## config.mk

```make
export PLATFORM = sky130hd
export DESIGN_NAME = memory_decompression_reader
export DESIGN_NICKNAME = d
export VERILOG_FILES = /design/src/rtl/memory_decompression_reader.sv
export SDC_FILE = /design/constraint.sdc
export NUM_CORES = 1
export LEC_CHECK = 0
export ABC_AREA = 1
export BUFFER_PORTS_ARGS = -buffer_cell sky130_fd_sc_hd__buf_2
export CAP_MARGIN = 20
export CORE_MARGIN = 5
export CORE_UTILIZATION = 35
export CTS_CLUSTER_SIZE = 24
export DETAILED_ROUTE_END_ITERATION = 10
export PLACE_DENSITY_LB_ADDON = 0.1
export SLEW_MARGIN = 30
export SYNTH_ARGS = -nofsm -noshare
export SYNTH_HDL_FRONTEND = slang
export SYNTH_SLANG_ARGS = --single-unit
```

## constraint.sdc

```tcl
create_clock -name clk -period 2.4 [get_ports clk]
set_input_delay 0.36 -clock clk [delete_from_list [all_inputs] [get_ports clk]]
set_output_delay 0.36 -clock clk [all_outputs]
set_load 0.1 [all_outputs]
```

## src/rtl/memory_decompression_reader.sv

```systemverilog
// memory_decompression_reader
// Burst read engine for the compressed store. Fetches COMPRESS_BW-bit words
// over a one-cycle-latency read port, expands each to BW bits by appending a
// fill pattern, and streams them out through a 2-entry FIFO with a last flag.
// Reads are credit-limited so the FIFO can never overflow.
module memory_decompression_reader #(
  parameter int BW          = 16,
  parameter int COMPRESS_BW = 8,
  parameter int MW          = 16,
  parameter int AW          = 4
) (
  input  logic                   clk,
  input  logic                   rst,
  input  logic                   req_valid,
  output logic                   req_ready,
  input  logic [AW-1:0]          req_addr,
  input  logic [AW-1:0]          req_len,
  input  logic                   req_fill_mode,
  output logic                   mem_rd_en,
  output logic [AW-1:0]          mem_rd_addr,
  input  logic [COMPRESS_BW-1:0] mem_rd_data,
  output logic                   out_valid,
  input  logic                   out_ready,
  output logic [BW-1:0]          out_data,
  output logic                   out_last,
  output logic                   busy
);

  localparam int FW = BW - COMPRESS_BW;

  typedef enum logic [1:0] {S_IDLE, S_READ, S_DRAIN} state_t;

  state_t          r_state, w_next;

  // latched request and read progress
  logic [AW-1:0]   r_addr;
  logic [AW-1:0]   r_remain;      // reads still to issue, minus one
  logic            r_fill;

  // one read in flight: data shows up on mem_rd_data this cycle
  logic            r_inflight;
  logic            r_inflight_last;

  // 2-entry output FIFO: head is the word presented on the output
  logic [BW-1:0]   r_head_data, r_tail_data;
  logic            r_head_last, r_tail_last;
  logic [1:0]      r_cnt;

  logic            w_accept, w_issue, w_issue_last, w_push, w_pop;
  logic [2:0]      w_used;
  logic [FW-1:0]   w_fill;
  logic [BW-1:0]   w_push_data;
  logic [AW-1:0]   w_addr_nxt;

  assign w_accept     = req_valid && (r_state == S_IDLE);
  assign w_pop        = (r_cnt != 2'd0) && out_ready;
  assign w_push       = r_inflight;
  // slots committed after this cycle's pop; a read needs one free slot
  assign w_used       = {1'b0, r_cnt} + {2'b00, r_inflight} - {2'b00, w_pop};
  assign w_issue      = (r_state == S_READ) && (w_used < 3'd2);
  assign w_issue_last = w_issue && (r_remain == '0);
  assign w_addr_nxt   = (r_addr == AW'(MW - 1)) ? '0 : r_addr + AW'(1);

  // fill pattern: zero, or only the MSB set (midpoint of the lost range)
  always_comb begin
    w_fill         = '0;
    w_fill[FW-1]   = r_fill;
  end

  assign w_push_data = {mem_rd_data, w_fill};

  // state register
  always_ff @(posedge clk or negedge rst) begin
    if (!rst) r_state <= S_IDLE;
    else      r_state <= w_next;
  end

  // next-state logic
  always_comb begin
    w_next = r_state;
    case (r_state)
      S_IDLE:  if (w_accept) w_next = S_READ;
      S_READ:  if (w_issue_last) w_next = S_DRAIN;
      S_DRAIN: if (w_pop && r_head_last) w_next = S_IDLE;
      default: w_next = S_IDLE;
    endcase
  end

  // output decode
  always_comb begin
    req_ready   = (r_state == S_IDLE);
    busy        = (r_state != S_IDLE);
    mem_rd_en   = w_issue;
    mem_rd_addr = w_issue ? r_addr : '0;
    out_valid   = (r_cnt != 2'd0);
    out_data    = r_head_data;
    out_last    = (r_cnt != 2'd0) && r_head_last;
  end

  // request latch, address walk and remaining-count
  always_ff @(posedge clk or negedge rst) begin
    if (!rst) begin
      r_addr   <= '0;
      r_remain <= '0;
      r_fill   <= 1'b0;
    end else if (w_accept) begin
      r_addr   <= req_addr;
      r_remain <= req_len;
      r_fill   <= req_fill_mode;
    end else if (w_issue) begin
      r_addr   <= w_addr_nxt;
      r_remain <= r_remain - AW'(1);
    end
  end

  // in-flight tracker; clearing it on reset drops any late-returning data
  always_ff @(posedge clk or negedge rst) begin
    if (!rst) begin
      r_inflight      <= 1'b0;
      r_inflight_last <= 1'b0;
    end else begin
      r_inflight      <= w_issue;
      r_inflight_last <= w_issue_last;
    end
  end

  // output FIFO: push from returning read data, pop on handshake
  always_ff @(posedge clk or negedge rst) begin
    if (!rst) begin
      r_head_data <= '0;
      r_head_last <= 1'b0;
      r_tail_data <= '0;
      r_tail_last <= 1'b0;
      r_cnt       <= 2'd0;
    end else begin
      case ({w_push, w_pop})
        2'b10: begin
          if (r_cnt == 2'd0) begin
            r_head_data <= w_push_data;
            r_head_last <= r_inflight_last;
          end else begin
            r_tail_data <= w_push_data;
            r_tail_last <= r_inflight_last;
          end
          r_cnt <= r_cnt + 2'd1;
        end
        2'b01: begin
          if (r_cnt == 2'd2) begin
            r_head_data <= r_tail_data;
            r_head_last <= r_tail_last;
          end
          r_cnt <= r_cnt - 2'd1;
        end
        2'b11: begin
          // credit keeps this to occupancy 1; the 2-entry path is kept coherent anyway
          if (r_cnt == 2'd2) begin
            r_head_data <= r_tail_data;
            r_head_last <= r_tail_last;
            r_tail_data <= w_push_data;
            r_tail_last <= r_inflight_last;
          end else begin
            r_head_data <= w_push_data;
            r_head_last <= r_inflight_last;
          end
        end
        default: ;
      endcase
    end
  end

endmodule

```

==> impl_metrics.toml, run 1 <==
[status]
outcome = "finished, violations left"
failed_checks = "negative setup slack"

[grt]
grt_pass1_vias = 1556
grt_pass1_wl_um = 7360
grt_usage = 0.125
antenna_found_initial = 0
grt_max_degree = 36
overflow = 0

[floorplan]
die_y_um = 85.5
core-area_um2 = 5540
chipWidth_um = 85.5
start_util = 0.360
ioPinCount = 46
rows = 27
die_area_um2 = 7320

[timing]
fin_crit_ns = 2.55
finalMaxSlewViolations = 0
slew_headroom = 0.448
fin_setup_tns_ns = -0.743
setup_viol_count_final = 5
finalCritPeriodShare = 1.06
worst_pin_slew_ns = 0.827
fmax_ghz = 0.392
skew_ns = 0.00271
hold_violations = 0
setup_ws_ns = -0.150
rsz0062_at_grt = "true"

[clock_network]
root_buffer = "clkbuf_8"
htreeDepth = 2
cts_tree = "built"
clk_latency_ns = 0.28
clockBufferDepth = 2
cts.clk_slew.worst_paths_ns = 0.07
cts_sinks = 35
numCtsBuffers = 5
ctsHoldBuffers = 0

[yosys]
avgSynthCellArea_um2 = 7.56
yosys.area.top_type_share = 0.439
synth_edf_count = 0
syn_inst = 264
synth.most_common_cell = "nand2_1"
netlist_area_um2 = 2000
ys_seq_area_frac = 0.439
synth_common_cells = "nand2_1, dfrtp_1, inv_1, nand3_1, o21ai_1"
synth-async-reset-ratio = 1.00
synth_area_leaders = "dfrtp_1, nand2_1, inv_1"
synth_area_leader_cell = "dfrtp_1"
ys_ff_latch = 35
yosysUniqueCellTypes = 25
yosys_warnings = 0
synth_flop_cell = "dfrtp_1"

[layout]
num_antenna_cells = 0
final_util = 0.440
fin_nets = 331
fillers = 583
final_cells = 379
syn2layout_area_growth_pct = 22.0
post-route-cell-area_um2 = 2440
drive_gt1_frac = 0.257

[drt]
wl_per_cell_um = 11.3
antenna_left = 0
routed_wl_um = 4260
viasPerCell = 4.40
first_iter_violations = 51
drc_errors = 0
vias = 1668
drt_first_pass_iters = 4

[setup_path]
crit_family = "simple AND/OR/NAND/NOR gates"
crit_top_cell = "nand2_1"
path_cells = "nor2_1, nand2_1, o21ai_2, nand2_1, fa_1, inv_1, nor2_2, nand2_4, nor2_4, buf_12"
crit_path_end_kind = "primary output"
required_ns = 2.04
path_class = "flip-flop to primary output"
r2r-end = "r_addr[3]"
start_kind = "flip-flop"
crit_buf_inv = 2
rr_startpoint = "r_cnt[0]"
critical-path-slowest-cell = "fa_1"
cp.arrival_ns = 2.19
cp_max_fo = 8
crit_path_max_incr_delay_ns = 0.50
r2r_slack_ns = 0.26
reg2reg_depth = 12

[placed_design]
dp_hpwl_um = 2990
portBuffers = 38
dp_cells = 367
placed_cell_area_um2 = 2320
place_congestion = 0.731

[run]
drv_cap = 0

[hold_path]
hp-class = "input port to async pin"
## worst max-delay path by stage
stage               startpoint        endpoint  slack [ns]  cells past startpoint
global placement     out_ready  mem_rd_addr[0]        0.08                     10
global route          r_cnt[0]  mem_rd_addr[3]       -0.29                     10
finish                r_cnt[0]  mem_rd_addr[3]       -0.15                     10
floorplan             r_cnt[1]  mem_rd_addr[0]       -0.03                     10
CTS                   r_cnt[0]       mem_rd_en       -0.18                     10
detailed placement    r_cnt[0]  mem_rd_addr[0]        0.06                     10
## what timing repair did
action                     CTS  global route
setup endpoints to repair    5             9
buffers inserted             4             0
resized for setup            1             1
pin swaps                    2             1
## layout make-up
cell class	count	area, um2	area share
Sequential cell	35	877	0.360
Clock buffer	7	76.3	0.0313
Inverter	39	150	0.0616
Multi-Input combinational cell	182	935	0.384
Tap cell	72	90.1	0.0370
Clock inverter	1	5.00	0.00205
Timing Repair Buffer	43	303	0.124
## cells by family after synthesis
logic type	synth area share
adder cells (fa/ha/maj)	0.0288
flip-flops	0.439
other	0.00188
AO/OA/AOI/OAI	0.0608
AND/OR/NAND/NOR	0.346
buffers and inverters	0.124
## per-stage QoR
| stage | hold slack (ns) | setup slack, ns |
|---|---|---|
| 6_report | 0.179 | -0.150 |
| 4_1_cts | 0.201 | -0.178 |
| 2_1_floorplan | 0.0644 | -0.0342 |
| 3_5_place_dp | 0.460 | 0.0575 |
| 5_1_grt | 0.247 | -0.292 |
| 3_3_place_gp | 0.458 | 0.0793 |
## routing by layer
metal	wire, um	vias to the layer above	track usage
met3	241	5	0.0394
met2	1950	37	0.202
met1	2030	743	0.164
li1	-	883	-
met5	0	-	0
met4	47	0	0.0302
## registers in the layout, indices dropped and copies added (netlist names)
signal           flops
out_data             9
r_addr               4
r_cnt                2
r_fill               1
r_head_last          1
r_inflight           1
r_inflight_last      1
r_remain             4
r_state              2
r_tail_data          9
r_tail_last          1
## layout by cell type (no fill, tap or decap)
cell type,Yosys,routed
nand2_1,95,95
inv_1,35,34
dfrtp_1,35,34
buf_2,3,33
nand3_1,22,22
o21ai_1,11,11
nand3b_1,10,10
conb_1,1,7
nor2_1,10,6
nor2_4,1,5
o21ai_2,4,5
clkbuf_8,0,5
buf_12,0,5
buf_4,8,5
nor2_2,4,4
inv_2,4,4
nand2_2,4,3
ha_1,3,3
nand2_4,1,2
nand3_2,2,2
o21ai_0,3,2
or2_2,2,2
clkbuf_1,1,2
clkinvlp_4,0,1
a21oi_4,1,1
nand4_1,1,1
fa_1,1,1
clkinv_2,0,1
dfrtp_2,0,1
Power of run 1 is not shown: default switching activity piles up to over one toggle a cycle in this logic, so the estimate is an artifact.
==> inputs of run 2 (changes only) <==
--- a/config.mk
+++ b/config.mk
@@ -8,11 +8,12 @@
 export ABC_AREA = 1
 export BUFFER_PORTS_ARGS = -buffer_cell sky130_fd_sc_hd__buf_2
 export CAP_MARGIN = 20
-export CORE_MARGIN = 5
+export CORE_MARGIN = 10
 export CORE_UTILIZATION = 35
 export CTS_CLUSTER_SIZE = 24
 export DETAILED_ROUTE_END_ITERATION = 10
 export PLACE_DENSITY_LB_ADDON = 0.1
+export SETUP_SLACK_MARGIN = 0.5
 export SLEW_MARGIN = 30
 export SYNTH_ARGS = -nofsm -noshare
 export SYNTH_HDL_FRONTEND = slang
==> run 2 against run 1 <==
Against the previous run: the flow still finishes with violations (negative setup slack); hold slack lost 0.022 ns; register-to-register slack got worse by 0.07 ns; core utilization grew 3.4 points; global-route usage is 0.98 points lower; non-clock buffer count grew 6; critical path depth unchanged; first-iteration DRC count increased by 49%; final cell count rose by 2.1%; flip-flop and latch count unchanged; clock-buffer cell count fell by 1; design area increased by 7.0%; critical path type unchanged.
==> impl_metrics.toml, run 2 (synthesis gave the netlist of run 1 again) <==
[status]
outcome = "finished, violations left"
failed_checks = "negative setup slack"

[drt]
first_iter_violations = 76
drt_first_pass_iters = 5
drc_errors = 0
viasPerCell = 4.46
wl_per_cell_um = 13.0
routed_wl_um = 5020
antenna_left = 0
vias = 1725

[timing]
rsz0062_at_grt = "true"
finalCritPeriodShare = 1.07
fin_setup_tns_ns = -0.828
finalMaxSlewViolations = 0
skew_ns = 0.00654
hold_violations = 0
worst_pin_slew_ns = 0.812
setup_viol_count_final = 5
setup_ws_ns = -0.167
fmax_ghz = 0.390
slew_headroom = 0.459
fin_crit_ns = 2.57

[setup_path]
required_ns = 2.04
rr_startpoint = "r_cnt[0]"
cp.arrival_ns = 2.21
crit_path_end_kind = "primary output"
r2r-end = "r_remain[3]"
cp_max_fo = 5
reg2reg_depth = 13
r2r_slack_ns = 0.19
path_class = "flip-flop to primary output"
start_kind = "flip-flop"

[clock_network]
root_buffer = "clkbuf_8"
cts.clk_slew.worst_paths_ns = 0.08
ctsHoldBuffers = 0
clockBufferDepth = 2
numCtsBuffers = 5
htreeDepth = 2
clk_latency_ns = 0.29
cts_sinks = 35
cts_tree = "built"

[floorplan]
ioPinCount = 46
core-area_um2 = 5510
die_y_um = 95.5
rows = 27
start_util = 0.363
die_area_um2 = 9130
chipWidth_um = 95.5

[layout]
syn2layout_area_growth_pct = 30.6
num_antenna_cells = 0
fin_nets = 339
final_common_cell = "nand2_1"
drive_gt1_frac = 0.305
layout_common_cells = "nand2_1, dfrtp_1, inv_1"

[hold_path]
hp-class = "input port to async pin"

[grt]
grt_max_degree = 36
overflow = 0
antenna_found_initial = 0
grt_pass1_wl_um = 8360
grt_usage = 0.115
grt_pass1_vias = 1773

[placed_design]
place_congestion = 0.763
portBuffers = 38
dp_hpwl_um = 3260

[run]
drv_cap = 0
[run 2: worst max-delay path by stage]
stage                    from              to  slack (ns)
global route         r_cnt[0]  mem_rd_addr[2]       -0.27
finish               r_cnt[0]  mem_rd_addr[3]       -0.17
floorplan            r_cnt[1]  mem_rd_addr[0]       -0.03
detailed placement  out_ready  mem_rd_addr[0]        0.08
global placement    out_ready  mem_rd_addr[0]        0.08
CTS                  r_cnt[0]  mem_rd_addr[1]       -0.17
[run 2: critical path, stage by stage, from the launching register on]
cell     delay, ns
dfrtp_1       0.40
nor2_1        0.10
nand2_1       0.10
o21ai_2       0.09
nand2_2       0.08
fa_1          0.53
inv_2         0.05
nor2_4        0.15
nand2_8       0.11
nor2_4        0.11
buf_12        0.18
[run 2: final cells by class]
cell class                      count  area, um2
Inverter                           39        150
Clock buffer                        6       82.6
Fill cell                         559       2900
Timing Repair Buffer               49        360
Multi-Input combinational cell    184       1010
Sequential cell                    35        877
Clock inverter                      2       35.0
Tap cell                           72       90.1
[run 2: what timing repair did]
action / CTS / global route
resized for setup: 8 / 12
gates cloned: 2 / 0
setup buffers: 5 / 5
setup endpoints to repair: 17 / 19
pin swaps: 4 / 4
[run 2: per-layer routing]
metal,global-route usage,share of wire
met1,0.129,0.40
met2,0.196,0.51
met3,0.0487,0.083
met4,0.0332,0.0058
met5,0,0
[run 2: through the flow]
stage	cells	utilization	setup WS [ns]	hold slack, ns	instance area, um2
final	387	0.474	-0.167	0.157	2610
after global routing	387	0.474	-0.272	0.212	2610
after CTS	382	0.457	-0.175	0.194	2520
after detailed placement	367	0.421	0.0762	0.462	2320
after global placement	367	0.421	0.0798	0.460	2320
after floorplan	270	-	-0.0342	0.0644	2060
Power of run 2 is left out for the same reason.
==> inputs of run 3 (changes only) <==
--- a/config.mk
+++ b/config.mk
@@ -12,7 +12,7 @@
 export CORE_UTILIZATION = 35
 export CTS_CLUSTER_SIZE = 24
 export DETAILED_ROUTE_END_ITERATION = 10
-export PLACE_DENSITY_LB_ADDON = 0.1
+export PLACE_DENSITY_LB_ADDON = 0.25
 export SETUP_SLACK_MARGIN = 0.5
 export SLEW_MARGIN = 30
 export SYNTH_ARGS = -nofsm -noshare
==> run 3 against run 2 <==
Against the previous run: the flow still finishes with violations (negative setup slack); global-route usage up 0.32 points; core utilization rose by 4.6 points; flip-flop and latch count unchanged; sequential share of layout area shrank 3.0 points; register-to-register slack got worse by 0.39 ns; via count up 9.0%; critical path depth rose by 1.
==> impl_metrics.toml, run 3 (synthesis gave the netlist of run 1 again) <==
[setup_path]
crit_path_end_kind = "primary output"
crit_family = "simple AND/OR/NAND/NOR gates"
rr_startpoint = "r_cnt[1]"
r2r-end = "r_cnt[1]"
path_cells = "inv_2, nor2_2, nand2_2, o21ai_2, nand2_2, fa_1, inv_2, nor2_4, nand2_8, nor2_4, buf_12"
critical-path-slowest-cell = "fa_1"
reg2reg_depth = 22
r2r_slack_ns = -0.20
cp_max_fo = 7
required_ns = 2.04
path_class = "flip-flop to primary output"
cp.arrival_ns = 2.25
crit_path_max_incr_delay_ns = 0.51
startpoint = "r_cnt[1]"
crit_buf_inv = 3
start_kind = "flip-flop"

[clock_network]
root_buffer = "clkbuf_8"
clockBufferDepth = 2
cts_tree = "built"
htreeDepth = 2
cts.clk_slew.worst_paths_ns = 0.07
ctsHoldBuffers = 0
clk_latency_ns = 0.28
cts_sinks = 35
numCtsBuffers = 5

[placed_design]
portBuffers = 38
dp_hpwl_um = 3240
placed_cell_area_um2 = 2330
dp_cells = 368
place_congestion = 0.774

[floorplan]
start_util = 0.363
rows = 27
die_area_um2 = 9130
chipWidth_um = 95.5
ioPinCount = 46
die_y_um = 95.5
core-area_um2 = 5510

[drt]
drt_first_pass_iters = 4
vias = 1880
drc_errors = 0
first_iter_violations = 62
antenna_left = 0
wl_per_cell_um = 13.1
viasPerCell = 4.57
routed_wl_um = 5390

[timing]
finalCritPeriodShare = 1.09
rsz0062_at_grt = "true"
worst_pin_slew_ns = 0.801
fin_crit_ns = 2.61
setup_viol_count_final = 7
whs_ns = 0.159
skew_ns = 0.00618
slew_headroom = 0.466
hold_violations = 0
finalMaxSlewViolations = 0
fmax_ghz = 0.383
setup_ws_ns = -0.210

[grt]
overflow = 0
grt_pass1_vias = 1949
grt_pass1_wl_um = 8830
grt_max_degree = 36
antenna_found_initial = 0
grt_usage = 0.119

[status]
outcome = "finished, violations left"
failed_checks = "negative setup slack"

[layout]
drive_gt1_frac = 0.386
final_cells = 411
post-route-cell-area_um2 = 2860
final_common_cell = "nand2_1"
num_antenna_cells = 0
syn2layout_area_growth_pct = 43.2
fin_nets = 363
layout_common_cells = "nand2_1, dfrtp_1, inv_1, buf_2, buf_6"

[hold_path]
hp-class = "input port to async pin"

[run]
drv_cap = 0
[run 3: how the worst max path moves through the flow]
stage / slack [ns] / depth (start not counted) / endpoint
2_1_floorplan: -0.03 / 10 / mem_rd_addr[0]
3_3_place_gp: 0.10 / 10 / mem_rd_addr[0]
3_5_place_dp: 0.1 / 10 / mem_rd_addr[0]
4_1_cts: -0.17 / 10 / mem_rd_en
5_1_grt: -0.32 / 11 / mem_rd_addr[0]
6_report: -0.21 / 11 / mem_rd_addr[0]
[run 3: timing repair]
item                                    4_1_cts  5_1_grt
pin swaps                                     4        5
setup buffers                                30        4
cloned                                        0        1
endpoints found under the setup margin       16       19
gates resized for setup                      12       35
[run 3: worst reg2reg max path, cell delays in order, from the launching register on]
cell and delay (ns):
dfrtp_2 0.38, inv_2 0.05, nor2_2 0.14, nand2_2 0.09, buf_4 0.14, buf_6 0.10, buf_4 0.12, buf_4 0.12
buf_6 0.10, buf_6 0.10, buf_6 0.10, buf_6 0.10, buf_6 0.10, buf_6 0.10, buf_6 0.10, buf_6 0.11
buf_6 0.10, buf_6 0.10, buf_6 0.11, nand2_4 0.05, nand2_2 0.06, nand2_1 0.05, nand2_1 0.05
[run 3: cell type report]
class                   count  area [um2]
fillers                   499        2650
well taps                  72        90.1
inverters                  39         150
flip-flops and latches     35         877
clock buffers               5        68.8
multi-input cells         183        1040
clock inverters             3        15.0
repair buffers             74         622
[run 3: metal layers]
metal | global-route usage | up-vias | wire, um
met2 | 0.207 | 52 | 2720
li1 | - | 947 | -
met5 | 0 | - | 0
met4 | 0.0528 | 0 | 74
met3 | 0.0361 | 10 | 317
met1 | 0.130 | 871 | 2280
[run 3: through the flow]
stage | TNS [ns] | setup WS [ns] | util
after global routing | -1.99 | -0.319 | 0.519
final | -1.20 | -0.210 | 0.519
after CTS | -0.903 | -0.165 | 0.488
after global placement | 0 | 0.102 | 0.423
after detailed placement | 0 | 0.0974 | 0.423
after floorplan | -0.0671 | -0.0342 | -
Power of run 3 is left out for the same reason.
